===== src/rtl/conv_seq_ctrl_pkg.sv =====
// Shared types and register map for the convolution sequencer.
package conv_seq_ctrl_pkg;

    typedef enum logic [2:0] {
        StIdle,
        StClear,
        StStream,
        StDrain,
        StDone
    } conv_state_e;

    localparam logic [1:0] RegCtrl   = 2'd0;
    localparam logic [1:0] RegCfg    = 2'd1;
    localparam logic [1:0] RegIrqClr = 2'd2;
    localparam logic [1:0] RegPixCnt = 2'd3;

    localparam int unsigned CtrlStartBit  = 0;
    localparam int unsigned CtrlAbortBit  = 1;
    localparam int unsigned CtrlIrqEnBit  = 2;
    localparam int unsigned IrqClrDoneBit = 0;
    localparam int unsigned IrqClrErrBit  = 1;

    function automatic logic [31:0] pack_status(input logic irq_en, input logic err,
                                                input logic done, input logic busy);
        return {28'b0, irq_en, err, done, busy};
    endfunction

endpackage


===== src/rtl/conv_seq_ctrl_if.sv =====
// APB slave bus bundle for the convolution sequencer.
interface conv_seq_ctrl_if;

    logic [31:0] PADDR;
    logic [31:0] PWDATA;
    logic        PWRITE;
    logic        PSEL;
    logic        PENABLE;
    logic [31:0] PRDATA;
    logic        PREADY;
    logic        PSLVERR;

    modport master (
        output PADDR, PWDATA, PWRITE, PSEL, PENABLE,
        input  PRDATA, PREADY, PSLVERR
    );

    modport slave (
        input  PADDR, PWDATA, PWRITE, PSEL, PENABLE,
        output PRDATA, PREADY, PSLVERR
    );

endinterface


===== src/rtl/conv_seq_ctrl_pix_counter.sv =====
// Row/column position tracker for a raster-ordered pixel stream.
module conv_seq_ctrl_pix_counter #(
    parameter int unsigned CNT_W = 8
) (
    input  logic             HCLK,
    input  logic             HRESETn,
    input  logic             clr_i,
    input  logic             inc_i,
    input  logic [CNT_W-1:0] width_i,
    input  logic [CNT_W-1:0] height_i,
    output logic [CNT_W-1:0] row_o,
    output logic [CNT_W-1:0] col_o,
    output logic             last_o
);

    logic [CNT_W-1:0] row_q, row_d;
    logic [CNT_W-1:0] col_q, col_d;
    logic             col_wrap;

    assign col_wrap = (col_q == width_i - CNT_W'(1));

    always_comb begin
        row_d = row_q;
        col_d = col_q;
        if (clr_i) begin
            row_d = '0;
            col_d = '0;
        end else if (inc_i) begin
            if (col_wrap) begin
                col_d = '0;
                row_d = row_q + CNT_W'(1);
            end else begin
                col_d = col_q + CNT_W'(1);
            end
        end
    end

    always_ff @(posedge HCLK or negedge HRESETn) begin
        if (!HRESETn) begin
            row_q <= '0;
            col_q <= '0;
        end else begin
            row_q <= row_d;
            col_q <= col_d;
        end
    end

    assign row_o  = row_q;
    assign col_o  = col_q;
    assign last_o = col_wrap & (row_q == height_i - CNT_W'(1));

endmodule


===== src/rtl/conv_seq_ctrl.sv =====
// APB-programmed sequencer: streams an image, flags KxK windows, drains the MAC pipe, reports done.
module conv_seq_ctrl
    import conv_seq_ctrl_pkg::*;
#(
    parameter int unsigned IMG_W    = 28,
    parameter int unsigned IMG_H    = 28,
    parameter int unsigned K        = 3,
    parameter int unsigned PIPE_LAT = 4,
    parameter int unsigned CNT_W    = 8
) (
    input  logic             HCLK,
    input  logic             HRESETn,
    conv_seq_ctrl_if.slave   apb,
    output logic             irq_o,
    output logic             pic_req_o,
    input  logic             pic_valid_i,
    output logic             eng_clr_o,
    output logic             win_valid_o,
    output logic [CNT_W-1:0] row_o,
    output logic [CNT_W-1:0] col_o
);

    localparam int unsigned DrainW = (PIPE_LAT > 1) ? $clog2(PIPE_LAT) : 1;
    localparam int unsigned PixW   = 2 * CNT_W;

    conv_state_e         state_q;
    logic                pic_req_q;
    logic                eng_clr_q;
    logic [DrainW-1:0]   drain_q;
    logic                done_q;
    logic                err_q;
    logic                irq_en_q;
    logic [CNT_W-1:0]    width_q;
    logic [CNT_W-1:0]    height_q;
    logic [PixW-1:0]     pixcnt_q;

    logic                wr_en, rd_en;
    logic [1:0]          reg_sel;
    logic                ctrl_wr, cfg_wr, irqclr_wr;
    logic                start_req, abort_req;
    logic                busy, dims_ok, accept, last_pix;
    logic                done_set, err_set;
    logic [31:0]         prdata;

    assign wr_en     = apb.PSEL & apb.PENABLE & apb.PWRITE;
    assign rd_en     = apb.PSEL & apb.PENABLE & ~apb.PWRITE;
    assign reg_sel   = apb.PADDR[3:2];
    assign ctrl_wr   = wr_en & (reg_sel == RegCtrl);
    assign cfg_wr    = wr_en & (reg_sel == RegCfg);
    assign irqclr_wr = wr_en & (reg_sel == RegIrqClr);

    // Abort suppresses a start carried in the same write.
    assign abort_req = ctrl_wr & apb.PWDATA[CtrlAbortBit];
    assign start_req = ctrl_wr & apb.PWDATA[CtrlStartBit] & ~apb.PWDATA[CtrlAbortBit];

    assign busy     = (state_q != StIdle);
    assign dims_ok  = (width_q != '0) & (height_q != '0);
    assign accept   = pic_req_q & pic_valid_i;
    assign done_set = (state_q == StDone) & ~abort_req;
    assign err_set  = (abort_req & busy) | (start_req & (busy | ~dims_ok));

    conv_seq_ctrl_pix_counter #(
        .CNT_W (CNT_W)
    ) u_pix_counter (
        .HCLK     (HCLK),
        .HRESETn  (HRESETn),
        .clr_i    (state_q == StClear),
        .inc_i    (accept),
        .width_i  (width_q),
        .height_i (height_q),
        .row_o    (row_o),
        .col_o    (col_o),
        .last_o   (last_pix)
    );

    always_ff @(posedge HCLK or negedge HRESETn) begin
        if (!HRESETn) begin
            state_q   <= StIdle;
            pic_req_q <= 1'b0;
            eng_clr_q <= 1'b0;
            drain_q   <= '0;
        end else begin
            eng_clr_q <= 1'b0;
            if (abort_req && busy) begin
                state_q   <= StIdle;
                pic_req_q <= 1'b0;
            end else begin
                unique case (state_q)
                    StIdle: begin
                        if (start_req && dims_ok) begin
                            state_q   <= StClear;
                            eng_clr_q <= 1'b1;
                        end
                    end
                    StClear: begin
                        state_q   <= StStream;
                        pic_req_q <= 1'b1;
                    end
                    StStream: begin
                        if (accept && last_pix) begin
                            state_q   <= StDrain;
                            pic_req_q <= 1'b0;
                            drain_q   <= '0;
                        end
                    end
                    StDrain: begin
                        if (drain_q == DrainW'(PIPE_LAT - 1)) begin
                            state_q <= StDone;
                        end else begin
                            drain_q <= drain_q + DrainW'(1);
                        end
                    end
                    StDone: begin
                        state_q <= StIdle;
                    end
                    default: begin
                        state_q   <= StIdle;
                        pic_req_q <= 1'b0;
                    end
                endcase
            end
        end
    end

    // Sticky flags: a set in the same cycle as a W1C clear wins.
    always_ff @(posedge HCLK or negedge HRESETn) begin
        if (!HRESETn) begin
            done_q   <= 1'b0;
            err_q    <= 1'b0;
            irq_en_q <= 1'b0;
            width_q  <= CNT_W'(IMG_W);
            height_q <= CNT_W'(IMG_H);
            pixcnt_q <= '0;
        end else begin
            if (done_set) begin
                done_q <= 1'b1;
            end else if (irqclr_wr && apb.PWDATA[IrqClrDoneBit]) begin
                done_q <= 1'b0;
            end
            if (err_set) begin
                err_q <= 1'b1;
            end else if (irqclr_wr && apb.PWDATA[IrqClrErrBit]) begin
                err_q <= 1'b0;
            end
            if (ctrl_wr) begin
                irq_en_q <= apb.PWDATA[CtrlIrqEnBit];
            end
            if (cfg_wr && !busy) begin
                width_q  <= apb.PWDATA[CNT_W-1:0];
                height_q <= apb.PWDATA[CNT_W+15:16];
            end
            if (state_q == StClear) begin
                pixcnt_q <= '0;
            end else if (accept && (pixcnt_q != '1)) begin
                pixcnt_q <= pixcnt_q + PixW'(1);
            end
        end
    end

    always_comb begin
        prdata = '0;
        if (rd_en) begin
            unique case (reg_sel)
                RegCtrl:   prdata = pack_status(irq_en_q, err_q, done_q, busy);
                RegCfg: begin
                    prdata[CNT_W-1:0]     = width_q;
                    prdata[CNT_W+15:16]   = height_q;
                end
                RegIrqClr: prdata = '0;
                RegPixCnt: prdata[PixW-1:0] = pixcnt_q;
                default:   prdata = '0;
            endcase
        end
    end

    logic unused_apb;
    assign unused_apb = ^{apb.PADDR[31:4], apb.PADDR[1:0], apb.PWDATA};

    assign apb.PRDATA  = prdata;
    assign apb.PREADY  = 1'b1;
    assign apb.PSLVERR = 1'b0;

    assign pic_req_o   = pic_req_q;
    assign eng_clr_o   = eng_clr_q;
    assign irq_o       = done_q & irq_en_q;
    assign win_valid_o = accept & (row_o >= CNT_W'(K - 1)) & (col_o >= CNT_W'(K - 1));

endmodule


===== src/flat_wrapper.sv =====
// flat-port wrapper written by rule: the top's interface ports become plain ports
module conv_seq_ctrl_flat import conv_seq_ctrl_pkg::*;
#(
    parameter int unsigned IMG_W    = 28,
    parameter int unsigned IMG_H    = 28,
    parameter int unsigned K        = 3,
    parameter int unsigned PIPE_LAT = 4,
    parameter int unsigned CNT_W    = 8
)
  (HCLK, HRESETn, irq_o, pic_req_o, pic_valid_i, eng_clr_o, win_valid_o, row_o, col_o, apb_PADDR, apb_PWDATA, apb_PWRITE, apb_PSEL, apb_PENABLE, apb_PRDATA, apb_PREADY, apb_PSLVERR);
  conv_seq_ctrl_if apb_i ();
  input  logic HCLK;
  input  logic HRESETn;
  output logic irq_o;
  output logic pic_req_o;
  input  logic pic_valid_i;
  output logic eng_clr_o;
  output logic win_valid_o;
  output logic [CNT_W-1:0] row_o;
  output logic [CNT_W-1:0] col_o;
  input wire logic [$bits(apb_i.PADDR)-1:0] apb_PADDR;
  input wire logic [$bits(apb_i.PWDATA)-1:0] apb_PWDATA;
  input wire logic [$bits(apb_i.PWRITE)-1:0] apb_PWRITE;
  input wire logic [$bits(apb_i.PSEL)-1:0] apb_PSEL;
  input wire logic [$bits(apb_i.PENABLE)-1:0] apb_PENABLE;
  output wire logic [$bits(apb_i.PRDATA)-1:0] apb_PRDATA;
  output wire logic [$bits(apb_i.PREADY)-1:0] apb_PREADY;
  output wire logic [$bits(apb_i.PSLVERR)-1:0] apb_PSLVERR;
  assign apb_i.PADDR = apb_PADDR;
  assign apb_i.PWDATA = apb_PWDATA;
  assign apb_i.PWRITE = apb_PWRITE;
  assign apb_i.PSEL = apb_PSEL;
  assign apb_i.PENABLE = apb_PENABLE;
  assign apb_PRDATA = apb_i.PRDATA;
  assign apb_PREADY = apb_i.PREADY;
  assign apb_PSLVERR = apb_i.PSLVERR;
  conv_seq_ctrl #(.IMG_W(IMG_W), .IMG_H(IMG_H), .K(K), .PIPE_LAT(PIPE_LAT), .CNT_W(CNT_W)) u_core (.HCLK(HCLK), .HRESETn(HRESETn), .apb(apb_i), .irq_o(irq_o), .pic_req_o(pic_req_o), .pic_valid_i(pic_valid_i), .eng_clr_o(eng_clr_o), .win_valid_o(win_valid_o), .row_o(row_o), .col_o(col_o));
endmodule

===== config.mk =====
export PLATFORM = sky130hd
export DESIGN_NAME = conv_seq_ctrl_flat
export DESIGN_NICKNAME = d
export VERILOG_FILES = /design/src/rtl/conv_seq_ctrl_pkg.sv /design/src/rtl/conv_seq_ctrl_if.sv /design/src/rtl/conv_seq_ctrl_pix_counter.sv /design/src/rtl/conv_seq_ctrl.sv /design/src/flat_wrapper.sv
export SDC_FILE = /design/constraint.sdc
export NUM_CORES = 1
export LEC_CHECK = 0
export ABC_AREA = 1
export CAP_MARGIN = 40
export CORE_ASPECT_RATIO = 1.75
export CORE_MARGIN = 3
export CORE_UTILIZATION = 50
export DETAILED_ROUTE_END_ITERATION = 6
export GPL_ROUTABILITY_DRIVEN = 1
export HOLD_SLACK_MARGIN = 0.03
export PLACE_DENSITY = 0.85
export SYNTH_ARGS = -nofsm -noshare
export SYNTH_HDL_FRONTEND = slang
export SYNTH_SLANG_ARGS = --single-unit
export TNS_END_PERCENT = 30

===== constraint.sdc =====
create_clock -name HCLK -period 2.6 [get_ports HCLK]
set_input_delay 0.52 -clock HCLK [delete_from_list [all_inputs] [get_ports HCLK]]
set_output_delay 0.52 -clock HCLK [all_outputs]
set_load 0.1 [all_outputs]

==> results.md, run 1 <==
* R2r setup slk at 410 ps
* Status: finished, final reports clean
* VDD IR-drop max at roughly 0.77 mV
* Die X at roughly 73 um
* Routability congestion estimate at roughly 0.95
* Critical R2R Launch: u_core.height_q[0]
* Cells after synthesis at 579
* Grt ovf at 0
* Rows at 42
* Antenna viol nets, final at 0
* Final critical-path setup slack at ~31 ps
* Sequential area share after synthesis at approximately 37%
* Slowest-stage cell, CP: clkdlybuf4s50_1
* Total CTS buffers at 9
* Post-synthesis cell type count at 39
* Fin crit share at between 90% and 100%
* RSZ-0062 raised after global routing: true
* Vias per std cell at approximately 5.5
* CP Capture Type: output port
* Critical-path cell list: clkdlybuf4s50_1 -> nand2_2 -> buf_4 -> o221ai_1 -> nand2_1 -> inv_1 -> buf_12
* Crit path buf inv count at 4
* CTS H-tree lvls at 3
* Post-DP HPWL at 8.53 mm
* Most Used Layer, Global Route: met2
* WHS at between 200 and 300 ps
* Vias in the first global route at 4137
* PwrDens at approximately 900 nW/um^2
* Max clock buf depth at 2
* Fin. max-slew vios at 0
* Wire per inst at 14.9 um
* Critical Path Max Stage Delay at 590 ps
* Iteration-0 DRC Markers at between 200 and 300
* Avg Cell Area, Syn at slightly below 7 um^2
* Peak Freq at 389 MHz
* Critical Path Source Type: primary input
* Depth of the most critical reg-to-reg path at 15
* Core area at between 7000 and 8000 um^2
* Placed Cells at 734
* #FFs+latches synth at between 50 and 60
* Global routing met2 resource utilization at 46.2%
* Critical path class: in2out
* Setup WS pre-CTS at 38.1 ps
* IO Port Bufs at 67
* Type of the tightest min-delay check: in2async
* GR Util met3 at under 10%
* CP required at 2080 ps
* Die H at ~120 um
* Starting Density at roughly 52%
* R2R Path End: u_core.pic_req_o
* CTS tree: done
* Minimum clock period at about 2600 ps
* Slew headroom at around 52%
* Layout cells sized above 1 at a little under a fifth
* First-pass detailed-route iteration total at 5
* Gr usage total at approximately 26%
* Critical Path AT at 2050 ps
* Clock skew at roughly 10 ps
* Final hold violation count at 0
* Worst-margin pin slew at 718 ps
* Worst skew pair latency at between 300 and 400 ps
* Clock Tree Root: clkbuf_16
* Leakage dissipation at ~2.6 nW
* Pin count of the biggest net entering global routing at 33
* Fin nets at between 700 and 800
* Die area at approximately 9000 um^2
* Initial antenna violation count at 0
* Worst-path maximum fanout at 5
* Yosys Warn Count at 0
* TNS Setup at 0 ps
* DRC viols at 0
* Synth-to-Final Area Change at 36.2%
* Count of non-filler cells in the finished layout at 750
* Post-Syn Area at between 3000 and 4000 um^2
* Post-Route WL at about 11 mm
* Vias at 4160
* Top delay family on crit path: buffers and inverters
* Clock Pin Slew Worst Setup and Hold Paths at roughly 50 ps
* Final setup viols at 0
* Max_cap viols at 0
* Clock sinks at 58
* First-pass GRT wire length at between 15 and 20 mm
* Ant diodes at 0
* Met1 capacity usage during global routing at a little over a quarter
* Num ports at 124
worst register-to-register path: stages, from the launching register on:
cell and delay (ps):
dfrtp_1 400, inv_1 240, ha_1 300, inv_1 60, nand2_1 80, nand2_1 60, nand2_1 50, nand2_1 50
inv_1 50, nand3_1 50, nor2_1 130, nand4_1 190, o21ai_2 230, nand2_1 70, nand2_1 60, nand2_1 50
where the power goes:
part           internal [W]  switching [W]
Sequential          0.00117       0.000293
Combinational      0.000647        0.00157
Clock              0.000764       0.000394
Total               0.00258        0.00226
sequential cells by signal (all words and copies together), names as in the netlist, 2 cells and up:
signal	cells
u_core.height_q	8
u_core.width_q	8
u_core.drain_q	2
u_core.u_pix_counter.col_o	8
u_core.state_q	3
u_core.pixcnt_q	16
u_core.u_pix_counter.row_o	8
routing by layer:
metal / share of wire, % / vias up
li1: - / 2012
met2: 54 / 182
met1: 36 / 1922
met3: 5.4 / 44
met4: 4.5 / 0
met5: 0 / -
worst max path at each step:
stage	depth (start not counted)	slack, ps	endpoint	from
floorplan	5	-420	apb_PRDATA[0]	apb_PENABLE
global placement	6	80	apb_PRDATA[0]	apb_PADDR[2]
detailed placement	5	40	apb_PRDATA[19]	apb_PADDR[2]
CTS	6	30	apb_PRDATA[0]	apb_PADDR[2]
global route	6	-20	apb_PRDATA[0]	apb_PADDR[2]
finish	7	30	apb_PRDATA[3]	apb_PADDR[2]
cell usage after synthesis (all sizes together):
cell / count / area, um^2
nand2: 149 / 577
inv: 86 / 323
nor2: 68 / 263
dfrtp: 52 / 1300
nand3: 45 / 225
nor3: 33 / 176
o21ai: 31 / 181
a21oi: 24 / 120
buf: 13 / 95.1
nand4: 10 / 62.6
xor2: 10 / 87.6
clkbuf: 9 / 33.8
ha: 9 / 113
o22ai: 9 / 56.3
dfstp: 6 / 158
nor4: 6 / 37.5
o221ai: 3 / 26.3
or2: 3 / 18.8
conb: 2 / 7.51
nand3b: 2 / 15.0
xnor2: 2 / 17.5
a221oi: 1 / 8.76
a22oi: 1 / 7.51
a32oi: 1 / 8.76
and3: 1 / 6.26
o211ai: 1 / 7.51
o31ai: 1 / 7.51
o41ai: 1 / 8.76
repair_timing:
item	CTS	global route
setup endpoints to repair	0	14
setup buffers	0	0
hold buffers	0	0
gates resized for setup	0	4
cell type report:
class                   count  area [um^2]
clock buffers              13          250
multi-input cells         421         2190
fillers                   614         2240
flip-flops and latches     58         1460
repair buffers             81         1010
inverters                  86          323
well taps                  88          110
clock inverters             3         40.0
through the flow:
step | util (%) | cell area (um^2) | power [W]
after floorplan | - | 4080 | 0.00310
after global placement | 66.6 | 5070 | 0.00358
after detailed placement | 66.6 | 5070 | 0.00366
after CTS | 70.4 | 5360 | 0.00484
after global routing | 70.6 | 5380 | 0.00517
final | 70.6 | 5380 | 0.00485
placed cells by master (no fill, tap or decap), types with 10 or more instances in the layout:
cell type,n
a21oi_1,23
buf_12,28
buf_4,30
clkdlybuf4s50_1,22
conb_1,10
dfrtp_1,52
inv_1,80
nand2_1,144
nand3_1,45
nand4_1,10
nor2_1,65
nor3_1,16
nor3_2,14
o21ai_0,23
xor2_1,10
cell families after synthesis:
kind of cell | after synthesis | share of synthesized area (%)
buffers and inverters | 108 | 11.4
xor gates and xnor gates | 12 | 2.66
AOI/OAI and AO/OA | 73 | 11.0
and+or+nand+nor | 317 | 35.0
adders and majority gates | 9 | 2.85
other | 2 | 0.190
DFF | 58 | 36.9
(Power assumes the default switching activity.)
==> run 2: changes to the inputs <==
Settings changed: CORE_MARGIN 3 to 2, CORE_UTILIZATION 50 to 51, PLACE_DENSITY 0.85 to 0.87.
Clock period 2.6 ns to 3.2 ns, I/O delays scaled along.
==> results.md, run 2 (same netlist as run 1, synthesis figures left out) <==
* Rows at 42 (unchanged)
* Peak Freq at 329 MHz
* Starting Density at 52.6% (+0.73 points)
* Critical R2R Launch: u_core.height_q[0]
* Placed Cells at 728 (-0.82%)
* Critical Path Max Stage Delay at 480 ps (-110 ps)
* Setup WS pre-CTS at 90.8 ps (+52.6 ps)
* Critical-path cell list: clkdlybuf4s50_1 -> inv_1 -> nor3_1 -> inv_2 -> buf_4 -> nor3_1 -> buf_12
* Fin nets at 730 (-0.82%)
* Final hold violation count at 0 (unchanged)
* DRC viols at 0 (unchanged)
* Clock skew at 8.43 ps (-1.30 ps)
* Total CTS buffers at 9 (unchanged)
* CP required at 2560 ps (+480 ps)
* Clock sinks at 58 (unchanged)
* Layout cells sized above 1 at 14.8% (-3.3 points)
* Top delay family on crit path: buffers and inverters
* Wire per inst at 14.7 um (-0.99%)
* CTS tree: done
* Critical path class: in2out
* Critical Path Source Type: primary input
* Depth of the most critical reg-to-reg path at 15 (unchanged)
* Synth-to-Final Area Change at 31.8%
* Clock Pin Slew Worst Setup and Hold Paths at 50 ps (about the same)
* IO Port Bufs at 67 (unchanged)
* Worst-path maximum fanout at 12 (+7)
* Status: finished, final reports clean
* Core area at 7510 um^2 (-1.4%)
* Ant diodes at 0 (unchanged)
* Post CTS Setup Buffer Count at 0 (unchanged)
* CTS H-tree lvls at 3 (unchanged)
* Final critical-path setup slack at 165 ps (+134 ps)
* Leakage dissipation at 2.50 nW (-2.2%)
* PwrDens at 764 nW/um^2 (-15%)
* First-pass detailed-route iteration total at 5 (unchanged)
* First-pass GRT wire length at 18.4 mm (+1.7%)
* Initial antenna violation count at 0 (unchanged)
* Max_cap viols at 0 (unchanged)
* R2R Path End: u_core.pic_req_o
* Vias per std cell at 5.58 (+0.59%)
* Type of the tightest min-delay check: in2async
* Clock Tree Root: clkbuf_16
* Post-Route WL at 10.9 mm (-1.8%)
* Final Core Density at 69.3% (-1.3 points)
* Num ports at 124 (unchanged)
* Vias at 4151 (-0.22%)
* Iteration-0 DRC Markers at 297 (+3.5%)
* Layout fillers at 598 (-2.6%)
* RSZ-0062 raised after global routing: false
* Die H at 120 um (-2.6%)
* Pin count of the biggest net entering global routing at 35 (+6.1%)
* Final setup viols at 0 (unchanged)
* Slowest-stage cell, CP: clkdlybuf4s50_1
* VDD IR-drop max at 0.738 mV (-4.2%)
* Die X at 70.5 um (-3.6%)
* R2r setup slk at 1070 ps (+660 ps)
* CP Capture Type: output port
* Fin. max-slew vios at 0 (unchanged)
* Most frequent cells in the layout: nand2_1 (146), inv_1 (79), nor2_1 (65)
* Antenna viol nets, final at 0 (unchanged)
* Count of non-filler cells in the finished layout at 744 (-0.80%)
* Gr usage total at 27.3% (+1.5 points)
* Post-DP HPWL at 8.24 mm (-3.5%)
* Critical Path AT at 2390 ps (+340 ps)
* Cell repeated most along the worst path: nor3_1
* Worst skew pair latency at 340 ps (about the same)
* TNS Setup at 0 ps (unchanged)
* Total power at 0.00398 W (-18%)
* Fin crit share at a little over nine tenths
* Minimum clock period at 3030 ps
* Max reg flops at 16 (unchanged)
* Routability congestion estimate at 0.928 (-2.6%)
* Top reg by flops: u_core.pixcnt_q
* Grt ovf at 0 (unchanged)
* Max clock buf depth at 2 (unchanged)
* Leading cell type in the layout, fill and taps excluded: nand2_1
* Vias in the first global route at 4189 (+1.3%)
* Crit path buf inv count at 5 (+1)
* Die area at 8490 um^2 (-6.1%)
-- run 2: where the power goes --
group	switching (W)	leakage [nW]	total (W)	internal, W
clock network	0.000341	0.153	0.00102	0.000679
registers	0.000241	0.730	0.00119	0.000953
logic	0.00126	1.61	0.00176	0.000505
total	0.00184	2.50	0.00398	0.00214
-- run 2: repair_timing --
action                                  in CTS  in global routing
endpoints found under the setup margin       0                  4
hold buffers                                 0                  0
resized for setup                            0                  1
endpoints found under the hold margin        0                  0
-- run 2: final cells by class --
type	count	area (um^2)	area share [%]
Timing Repair Buffer	75	928	17.8
Multi-Input combinational cell	421	2080	39.9
Inverter	86	323	6.20
Tap cell	88	110	2.11
Clock buffer	11	233	4.47
Clock inverter	5	78.8	1.51
Sequential cell	58	1460	28.0
-- run 2: how the worst max path moves through the flow --
stage / cells past startpoint / from / endpoint / slack, ps
CTS: 7 / apb_PENABLE / apb_PRDATA[15] / 100
finish: 7 / apb_PENABLE / apb_PRDATA[15] / 170
global placement: 7 / apb_PENABLE / apb_PRDATA[15] / 200
floorplan: 5 / apb_PENABLE / apb_PRDATA[18] / -730
global route: 7 / apb_PENABLE / apb_PRDATA[15] / 60
detailed placement: 7 / apb_PENABLE / apb_PRDATA[15] / 90
-- run 2: metal layers --
layer  routed length (um)  track usage (%)
met1                 3850             27.8
met2                 6030             51.2
met3                  624             5.00
met4                  427             14.5
met5                    0                0
-- run 2: metrics by stage --
stage,hold WS [ps],area [um^2]
2_1_floorplan,344,3990
3_3_place_gp,479,4900
3_5_place_dp,481,4900
4_1_cts,123,5210
5_1_grt,132,5210
6_report,125,5210
==> run 3: changes to the inputs <==
Settings changed: SETUP_SLACK_MARGIN set to 0.3.
==> results.md, run 3 (same netlist as run 1, synthesis figures left out) <==
* Final hold violation count at 0 (unchanged)
* Critical Path Source Type: primary input
* Final instance area at 5300 um^2 (+1.8%)
* DRC viols at 0 (unchanged)
* Worst-margin pin slew at 755 ps
* Sequential Area at 1460 um^2 (unchanged)
* Fin. max-slew vios at 0 (unchanged)
* Worst-path maximum fanout at 11 (-1)
* Grt ovf at 0 (unchanged)
* Depth of the most critical reg-to-reg path at 14 (-1)
* Vias at 4208 (+1.4%)
* Antenna viol nets, final at 0 (unchanged)
* Final Core Density at 70.5% (+1.2 points)
* Minimum clock period at 2860 ps (-173 ps)
* Top delay family on crit path: buffers and inverters
* Clock skew at 4.19 ps (-4.23 ps)
* Initial antenna violation count at 0 (unchanged)
* Max_cap viols at 0 (unchanged)
* Clock sinks at 58 (unchanged)
* Max clock buf depth at 2 (unchanged)
* Layout cells sized above 1 at 17.6% (+2.8 points)
* Slew headroom at around half
* Fin crit share at 89.4% (-5.4 points)
* Pin count of the biggest net entering global routing at 59 (+69%)
* Num ports at 124 (unchanged)
* Final critical-path setup slack at 338 ps (+173 ps)
* Leading cell type in the layout, fill and taps excluded: nand2_1
* Gr usage total at 28.4% (+1.1 points)
* Setup WS pre-CTS at 241 ps (+150 ps)
* Final setup viols at 0 (unchanged)
* Layout fillers at 599 (+0.17%)
* R2r setup slk at 1000 ps (-70 ps)
* Die H at 120 um (unchanged)
* Die area at 8490 um^2 (unchanged)
* Multi-input logic area at 2210 um^2 (+6.6%)
* Vias in the first global route at 4191 (+0.048%)
* Die X at 70.5 um (unchanged)
* Post-DP HPWL at 8.58 mm (+4.2%)
* Sw Share at 47.9% (+1.6 points)
* CTS H-tree lvls at 3 (unchanged)
* Critical R2R Launch: u_core.height_q[0]
* PwrDens at 739 nW/um^2 (-3.3%)
* Post-Route WL at 11.4 mm (+4.1%)
* Max reg flops at 16 (unchanged)
* CTS tree: done
* Critical-path cell list: clkdlybuf4s50_1 -> nand2_1 -> buf_4 -> o22ai_1 -> inv_1 -> nor2_1 -> buf_12
* CP Capture Type: output port
* Sw power at 0.00188 W (+1.8%)
* First-pass GRT wire length at 19.0 mm (+3.6%)
* Clock Tree Root: clkbuf_16
* Flop pwr share at 30.6% (+0.6 points)
* Critical Path Max Stage Delay at 540 ps (+60 ps)
* RSZ-0062 raised after global routing: true
* Most frequent cells in the layout: nand2_1 (145), inv_1 (79), nor2_1 (64)
* Status: finished, final reports clean
* Leakage dissipation at 2.50 nW (about the same)
* IO Port Bufs at 67 (unchanged)
* Top reg by flops: u_core.pixcnt_q
* Fin nets at 728 (-0.27%)
* Vias per std cell at 5.67 (+1.6%)
* Slowest-stage cell, CP: clkdlybuf4s50_1
* Routability congestion estimate at 0.997 (+7.5%)
* Wire per inst at 15.3 um (+4.4%)
* Peak Freq at 349 MHz (+6.0%)
* Pint at 0.00204 W (-4.4%)
* R2R Path End: u_core.state_q[2]
* VDD IR-drop max at 0.992 mV (+34%)
* Total CTS buffers at 9 (unchanged)
* CP required at 2560 ps (about the same)
* Critical Path AT at 2220 ps (-170 ps)
* Worst skew pair latency at 330 ps (about the same)
* Iteration-0 DRC Markers at 356 (+20%)
* Core area at 7510 um^2 (unchanged)
* First-pass detailed-route iteration total at 5 (unchanged)
* Post CTS Setup Buffer Count at 0 (unchanged)
* Critical path class: in2out
* Synth-to-Final Area Change at 34.2%
* Comb power frac at 46.1% (+1.8 points)
* Crit path buf inv count at 4 (-1)
* TNS Setup at 0 ps (unchanged)
* Type of the tightest min-delay check: in2async
* Starting Density at 52.6% (unchanged)
* Clock Pin Slew Worst Setup and Hold Paths at 50 ps (about the same)
* WHS at 462 ps (+337 ps)
* Clk pwr share at 23.3% (-2.4 points)
* Ant diodes at 0 (unchanged)
* Placed cell area at 5000 um^2 (+2.0%)
* Rows at 42 (unchanged)
-- run 3: what timing repair did --
| item | 4_1_cts | 5_1_grt |
|---|---|---|
| hold buffers | 0 | 0 |
| endpoints found under the setup margin | 17 | 20 |
| gates resized for setup | 2 | 5 |
| pin swaps | 0 | 0 |
| hold endpoints to repair | 0 | 0 |
-- run 3: worst max-delay path by stage --
stage / slack (ps) / start / cells past startpoint / end
finish: 340 / apb_PADDR[3] / 7 / apb_PRDATA[4]
global route: 260 / apb_PADDR[3] / 7 / apb_PRDATA[4]
CTS: 330 / apb_PADDR[3] / 7 / apb_PRDATA[21]
detailed placement: 240 / apb_PENABLE / 7 / apb_PRDATA[6]
global placement: 300 / apb_PENABLE / 7 / apb_PRDATA[7]
floorplan: -250 / u_core.u_pix_counter.row_o[2] / 5 / win_valid_o
-- run 3: per-stage QoR --
step	total power (W)	instances
global placement	0.00289	726
global route	0.00417	742
finish	0.00392	742
floorplan	0.00252	587
CTS	0.00389	742
detailed placement	0.00297	726
-- run 3: layout make-up --
| type | instances | share of cell area, % |
|---|---|---|
| repair buffers | 73 | 17.2 |
| flip-flops and latches | 58 | 27.5 |
| clock inverters | 2 | 0.189 |
| well taps | 88 | 2.08 |
| inverters | 86 | 6.09 |
| multi-input cells | 421 | 41.8 |
| clock buffers | 14 | 5.17 |
-- run 3: worst reg2reg max path: cells and delay by family (launching register included) --
kind / cells / cell delay [ps]
compound gates: 1 / 240
fa+ha+maj: 1 / 290
buf+inv: 3 / 320
flops: 1 / 410
simple gates: 9 / 880
-- run 3: power groups by stage --
stage | combinational (W) | clock [W] | sequential, W
after floorplan | 0.00111 | 0 | 0.00141
after global placement | 0.00170 | 0 | 0.00118
after detailed placement | 0.00177 | 0 | 0.00120
after CTS | 0.00178 | 0.000919 | 0.00119
after global routing | 0.00199 | 0.000952 | 0.00123
final | 0.00181 | 0.000914 | 0.00120
-- run 3: layer usage --
metal	GRT usage [%]	part of all wire, %
met3	5.08	5.0
met4	15.7	4.8
met1	29.6	36
met2	52.2	55
met5	0	0
